==> src/rtl/display_scan_ctrl.sv <==
// rtl/display_scan_ctrl.sv - 4-digit multiplexed display scan controller with tear-free load
// Shares one 7-segment decoder across four anodes and blanks leading zeros.
module display_scan_ctrl #(
  parameter int REFRESH_DIV   = 50000,
  parameter bit ANODE_ACT_LOW = 1'b1,
  parameter bit BLANK_LEADING = 1'b1
) (
  input  logic        clk,
  input  logic        rst,
  input  logic        en,
  input  logic        load,
  input  logic [15:0] digits_in,
  output logic        ready,
  output logic [3:0]  dec_in,
  output logic [3:0]  anode,
  output logic [1:0]  digit_idx,
  output logic        frame_tick
);

  localparam int            PW        = $clog2(REFRESH_DIV);
  localparam logic [PW-1:0] PRESC_MAX = PW'(REFRESH_DIV - 1);
  localparam logic [3:0]    ANODE_OFF = ANODE_ACT_LOW ? 4'b1111 : 4'b0000;
  localparam logic [3:0]    ANODE_RST = ANODE_ACT_LOW ? 4'b1110 : 4'b0001;

  logic [PW-1:0] r_presc;
  logic [1:0]    r_idx;
  logic [15:0]   r_active;
  logic [15:0]   r_shadow;
  logic          r_pending;
  logic          r_ready;
  logic [3:0]    r_dec;
  logic [3:0]    r_anode;
  logic          r_frame_tick;

  logic          w_tick;
  logic          w_boundary;
  logic          w_commit;
  logic          w_accept;
  logic [PW-1:0] w_presc_nxt;
  logic [1:0]    w_idx_nxt;
  logic [15:0]   w_active_nxt;
  logic [3:0]    w_dec_nxt;
  logic          w_blank_nxt;
  logic [3:0]    w_onehot;
  logic [3:0]    w_anode_nxt;

  always_comb begin
    w_tick       = en && (r_presc == PRESC_MAX);
    w_boundary   = w_tick && (r_idx == 2'd3);
    w_commit     = w_boundary && r_pending;
    w_accept     = load && r_ready;
    w_presc_nxt  = r_presc;
    if (en) begin
      w_presc_nxt = w_tick ? '0 : r_presc + 1'b1;
    end
    w_idx_nxt    = w_tick ? r_idx + 2'd1 : r_idx;
    w_active_nxt = w_commit ? r_shadow : r_active;
  end

  // Outputs are computed from next-state values so they change on the same edge as digit_idx/active.
  always_comb begin
    w_dec_nxt   = w_active_nxt[3:0];
    w_blank_nxt = 1'b0;
    case (w_idx_nxt)
      2'd0: w_dec_nxt = w_active_nxt[3:0];
      2'd1: begin
        w_dec_nxt   = w_active_nxt[7:4];
        w_blank_nxt = (w_active_nxt[15:4] == 12'd0);
      end
      2'd2: begin
        w_dec_nxt   = w_active_nxt[11:8];
        w_blank_nxt = (w_active_nxt[15:8] == 8'd0);
      end
      default: begin
        w_dec_nxt   = w_active_nxt[15:12];
        w_blank_nxt = (w_active_nxt[15:12] == 4'd0);
      end
    endcase
    w_onehot    = 4'b0001 << w_idx_nxt;
    w_anode_nxt = ANODE_ACT_LOW ? ~w_onehot : w_onehot;
    if (!en || (BLANK_LEADING && w_blank_nxt)) begin
      w_anode_nxt = ANODE_OFF;
    end
  end

  always_ff @(posedge clk) begin
    if (rst) begin
      r_presc      <= '0;
      r_idx        <= 2'd0;
      r_active     <= 16'd0;
      r_shadow     <= 16'd0;
      r_pending    <= 1'b0;
      r_ready      <= 1'b1;
      r_dec        <= 4'd0;
      r_anode      <= ANODE_RST;
      r_frame_tick <= 1'b0;
    end else begin
      r_presc      <= w_presc_nxt;
      r_idx        <= w_idx_nxt;
      r_active     <= w_active_nxt;
      r_dec        <= w_dec_nxt;
      r_anode      <= w_anode_nxt;
      r_frame_tick <= w_boundary;
      // ready is low exactly while pending, so accept and commit never coincide.
      if (w_accept) begin
        r_shadow  <= digits_in;
        r_pending <= 1'b1;
        r_ready   <= 1'b0;
      end else if (w_commit) begin
        r_pending <= 1'b0;
        r_ready   <= 1'b1;
      end
    end
  end

  assign ready      = r_ready;
  assign dec_in     = r_dec;
  assign anode      = r_anode;
  assign digit_idx  = r_idx;
  assign frame_tick = r_frame_tick;

endmodule

==> config.mk <==
export PLATFORM = sky130hd
export DESIGN_NAME = display_scan_ctrl
export DESIGN_NICKNAME = d
export VERILOG_FILES = /design/src/rtl/display_scan_ctrl.sv
export SDC_FILE = /design/constraint.sdc
export NUM_CORES = 1
export LEC_CHECK = 0
export ABC_AREA = 1
export CORE_MARGIN = 2
export CORE_UTILIZATION = 50
export DETAILED_ROUTE_END_ITERATION = 7
export PLACE_DENSITY = 0.81
export SLEW_MARGIN = 20
export SYNTH_ARGS = -nofsm -noshare
export SYNTH_HDL_FRONTEND = slang
export SYNTH_SLANG_ARGS = --single-unit
==> constraint.sdc <==
create_clock -name clk -period 1.85 [get_ports clk]
set_clock_uncertainty 0.2 [all_clocks]
set_input_delay 0.2775 -clock clk [delete_from_list [all_inputs] [get_ports clk]]
set_output_delay 0.2775 -clock clk [all_outputs]
set_load 0.02 [all_outputs]
==> metrics.md <==
| Metric | Value |
|---|---|
| Status | `finished, violations left` |
| Failing checks | `negative setup slack` |
| Synth Cell Area | `between 0.002 and 0.003 sq mm` |
| Commonest non-fill, non-tap cells in the layout | `68 x buf_4, 57 x nor2_1, 47 x dfxtp_1` |
| Multi-input logic area | `0.00148 sq mm` |
| Final wirelength | `9.77 mm` |
| Combinational family with the most area after synthesis | `simple AND/OR/NAND/NOR gates` |
| Post-synth top area share | `0.457` |
| Mux cell area share after synthesis | `0.00749` |
| Vias in the first global route | `about 2700` |
| Initial DRT Pass Iterations | `5` |
| Net Sw Power | `about 0.74 mW` |
| Commonest non-fill, non-tap cell in the layout | `buf_4` |
| EDFF count, synth | `0` |
| Final Setup Violations | `24` |
| Initial antenna violation count | `0` |
| DIE AREA | `around 0.006 sq mm` |
| Wire length per cell | `around 18 um` |
| Highest Clock Rate | `roughly 420 MHz` |
| WL met1 | `about 3.7 mm` |
| XOR/XNOR Fraction of Synth Area | `0.00655` |
| Number of max-cap violations | `0` |
| Period utilization | `1.30` |
| Maximum vdd drop | `roughly 0.0006 V` |
| Clock power frac | `0.463` |
| Crit Path Class | `reg2reg` |
| Seq cells post-synth | `just over 60` |
| Met2 routed WL | `about 4.7 mm` |
| Internal cell power | `approximately 2.2 mW` |
| Seq. cell area | `between 0.001 and 0.0015 sq mm` |
| Synth top area cells | `dfxtp_1 46%, nor2_1 9.6%, nand2_1 8.1%` |
| Rows | `26` |
| First-pass GRT wire length | `around 12 mm` |
| Switching part of the total | `0.250` |
| Asr flop ratio synth | `0` |
| Via count | `~3000` |
| First-iteration detailed-routing DRC count | `252` |
| Min cycle time layout | `2410 ps` |
| # diodes | `0` |
| CP arrival | `~2500 ps` |
| Total power | `around 2.9 mW` |
| Initial core utilization | `0.520` |
| Register share of total power | `0.470` |
| Chip height | `77.1 um` |
| Fin. max-slew vios | `0` |
| Fill cell count | `roughly 280` |
| Number of hold violations in the final report | `0` |
| GRT overflow | `0` |
| Root buf cell | `clkbuf_8` |
| Mapped Cells | `362` |
| Via density | `between 5 and 6` |
| Warnings, synthesis | `0` |
| Critical Path RT | `about 2000 ps` |
| Slew margin rel. | `0.743` |
| Placed cells | `around 500` |
| Clk sink count | `61` |
| Clock latency on the worst-skew pair | `350 ps` |
| CTS max path bufs | `2` |
| Critical Path Fanout Max | `6` |
| HP Class | `reg2reg` |
| Power Density | `705 mW/mm^2` |
| Detailed Place HPWL | `4.50 mm` |
| Synth Area in Adders | `0.00936` |
| Post-synthesis sequential area ratio | `0.457` |
| Crit path launch type | `flip-flop` |
| RSZ-0062 raised after global routing | `true` |
| R2R setup slack | `-560 ps` |
| IO Port Bufs | `31` |
| Crit path capture type | `flip-flop` |
| Io pins | `32` |
| Synth Area in Compound Gates | `0.114` |
| Clk slew on worst S/H paths | `~80 ps` |
| Cell taking the most area after synthesis | `dfxtp_1` |
| Fin cells | `545` |
| Post-CTS Hold Fix Bufs | `0` |
| Leakage Power | `~1.8 nW` |
| Core footprint | `between 0.005 and 0.006 sq mm` |
| Routed Antenna Nets | `0` |
| Total track usage | `0.259` |
| Met3 WL | `752 um` |
| CTS buffer count | `9` |
| Pin count of the biggest net entering global routing | `30` |
| Nets | `just under 500` |
| Layout cells sized above 1 | `0.415` |
| CTS tree | `built` |
| Synth Flop Type | `dfxtp_1` |
| Mean Syn Cell Area | `7.38 sq um` |
| # DRC | `0` |
| Die width | `between 70 and 80 um` |
| Max Used Layer | `met4` |
| Final setup margin | `-556 ps` |
| Simple-Gate Fraction of Synth Area | `0.312` |
| Worst-Margin Slew | `roughly 390 ps` |
| H-tree levels | `3` |
| Final Wtd Congestion | `~0.89` |
| Logic pwr share | `0.068` |
| Netlist cell types | `35` |
| Post-place setup slack | `-667 ps` |
| Syn Nets | `about 380` |
| P&R area growth vs syn | `56.3%` |
[state kept, by name (all words and copies together) (netlist names)]
register    flops
anode           4
dec_in          4
digit_idx       2
frame_tick      1
r_active       16
r_pending       1
r_presc        16
r_shadow       16
ready           1
[synthesized netlist by cell type, types with 3 or more instances]
master,number
nand2_1,58
dfxtp_1,61
clkbuf_1,7
nor2_1,68
nor2_4,3
inv_1,40
nor3_1,6
nand4_1,10
o21ai_0,24
nor2_2,5
o21ai_1,7
o22ai_1,3
a21oi_1,18
nand2_2,4
buf_2,3
nand3_1,11
inv_2,8
[layout make-up]
cell class | instances | area share
tap | 70 | 0.0210
timing repair buffer | 109 | 0.231
sequential | 61 | 0.296
clock inverter | 7 | 0.0237
multi-input combinational | 240 | 0.353
clock buffer | 9 | 0.0296
inverter | 49 | 0.0452
[worst max-delay path: stages, from the launching register on]
cell	delay [ps]
dfxtp_2	340
inv_2	60
nand2_2	70
nor2_4	140
nand2_1	90
nor2_2	160
nand4_4	200
buf_12	220
nand2_4	70
nand2_4	60
nor2_2	180
nand3_1	120
nand2_1	110
nand3_2	90
nand2_1	90
nor2_2	60
nand2_1	90
[power by group through the flow]
| stage | registers, mW | clock network [mW] | logic, mW |
|---|---|---|---|
| after floorplan | 1.40 | 0 | 0.0950 |
| after global placement | 1.40 | 0 | 0.179 |
| after detailed placement | 1.41 | 0 | 0.182 |
| after CTS | 1.38 | 1.33 | 0.184 |
| after global routing | 1.38 | 1.41 | 0.219 |
| final | 1.38 | 1.36 | 0.199 |
[repair_timing]
action / in CTS / in global routing
buffers inserted: 10 / 17
hold endpoints to repair: 0 / 0
resized for setup: 46 / 52
pin swaps: 8 / 30
setup endpoints to repair: 25 / 24
gates cloned: 1 / 0
[metal layers]
layer | vias up | GRT usage
met5 | - | 0
met4 | 0 | 0.148
met3 | 62 | 0.0600
met2 | 186 | 0.449
met1 | 1444 | 0.292
li1 | 1378 | -
[per-stage QoR]
step            util  hold slack, ps  TNS [ps]  instance area, sq um
6_report       0.813             298     -6250                  4180
3_3_place_gp   0.669             246    -13190                  3440
4_1_cts        0.758             267      -920                  3890
5_1_grt        0.813             323     -7940                  4180
3_5_place_dp   0.669             253    -15530                  3440
2_1_floorplan      -             225         0                  2710
[path summary, 6_finish.rpt]
check               from         end  cells past startpoint
max reg2reg  r_presc[11]    anode[1]                     16
min           r_presc[9]  r_presc[9]                      2
max          r_presc[11]    anode[1]                     16
min reg2reg   r_presc[9]  r_presc[9]                      2
[kinds of logic (layout without fill, tap and decap cells)]
group | Yosys count | in the layout
DFF | 61 | 61
AOI/OAI and AO/OA | 57 | 57
and+or+nand+nor | 177 | 177
buffers and inverters | 61 | 174
xor gates and xnor gates | 2 | 2
adders and majority gates | 2 | 2
muxes | 2 | 2
(Power assumes the default switching activity.)
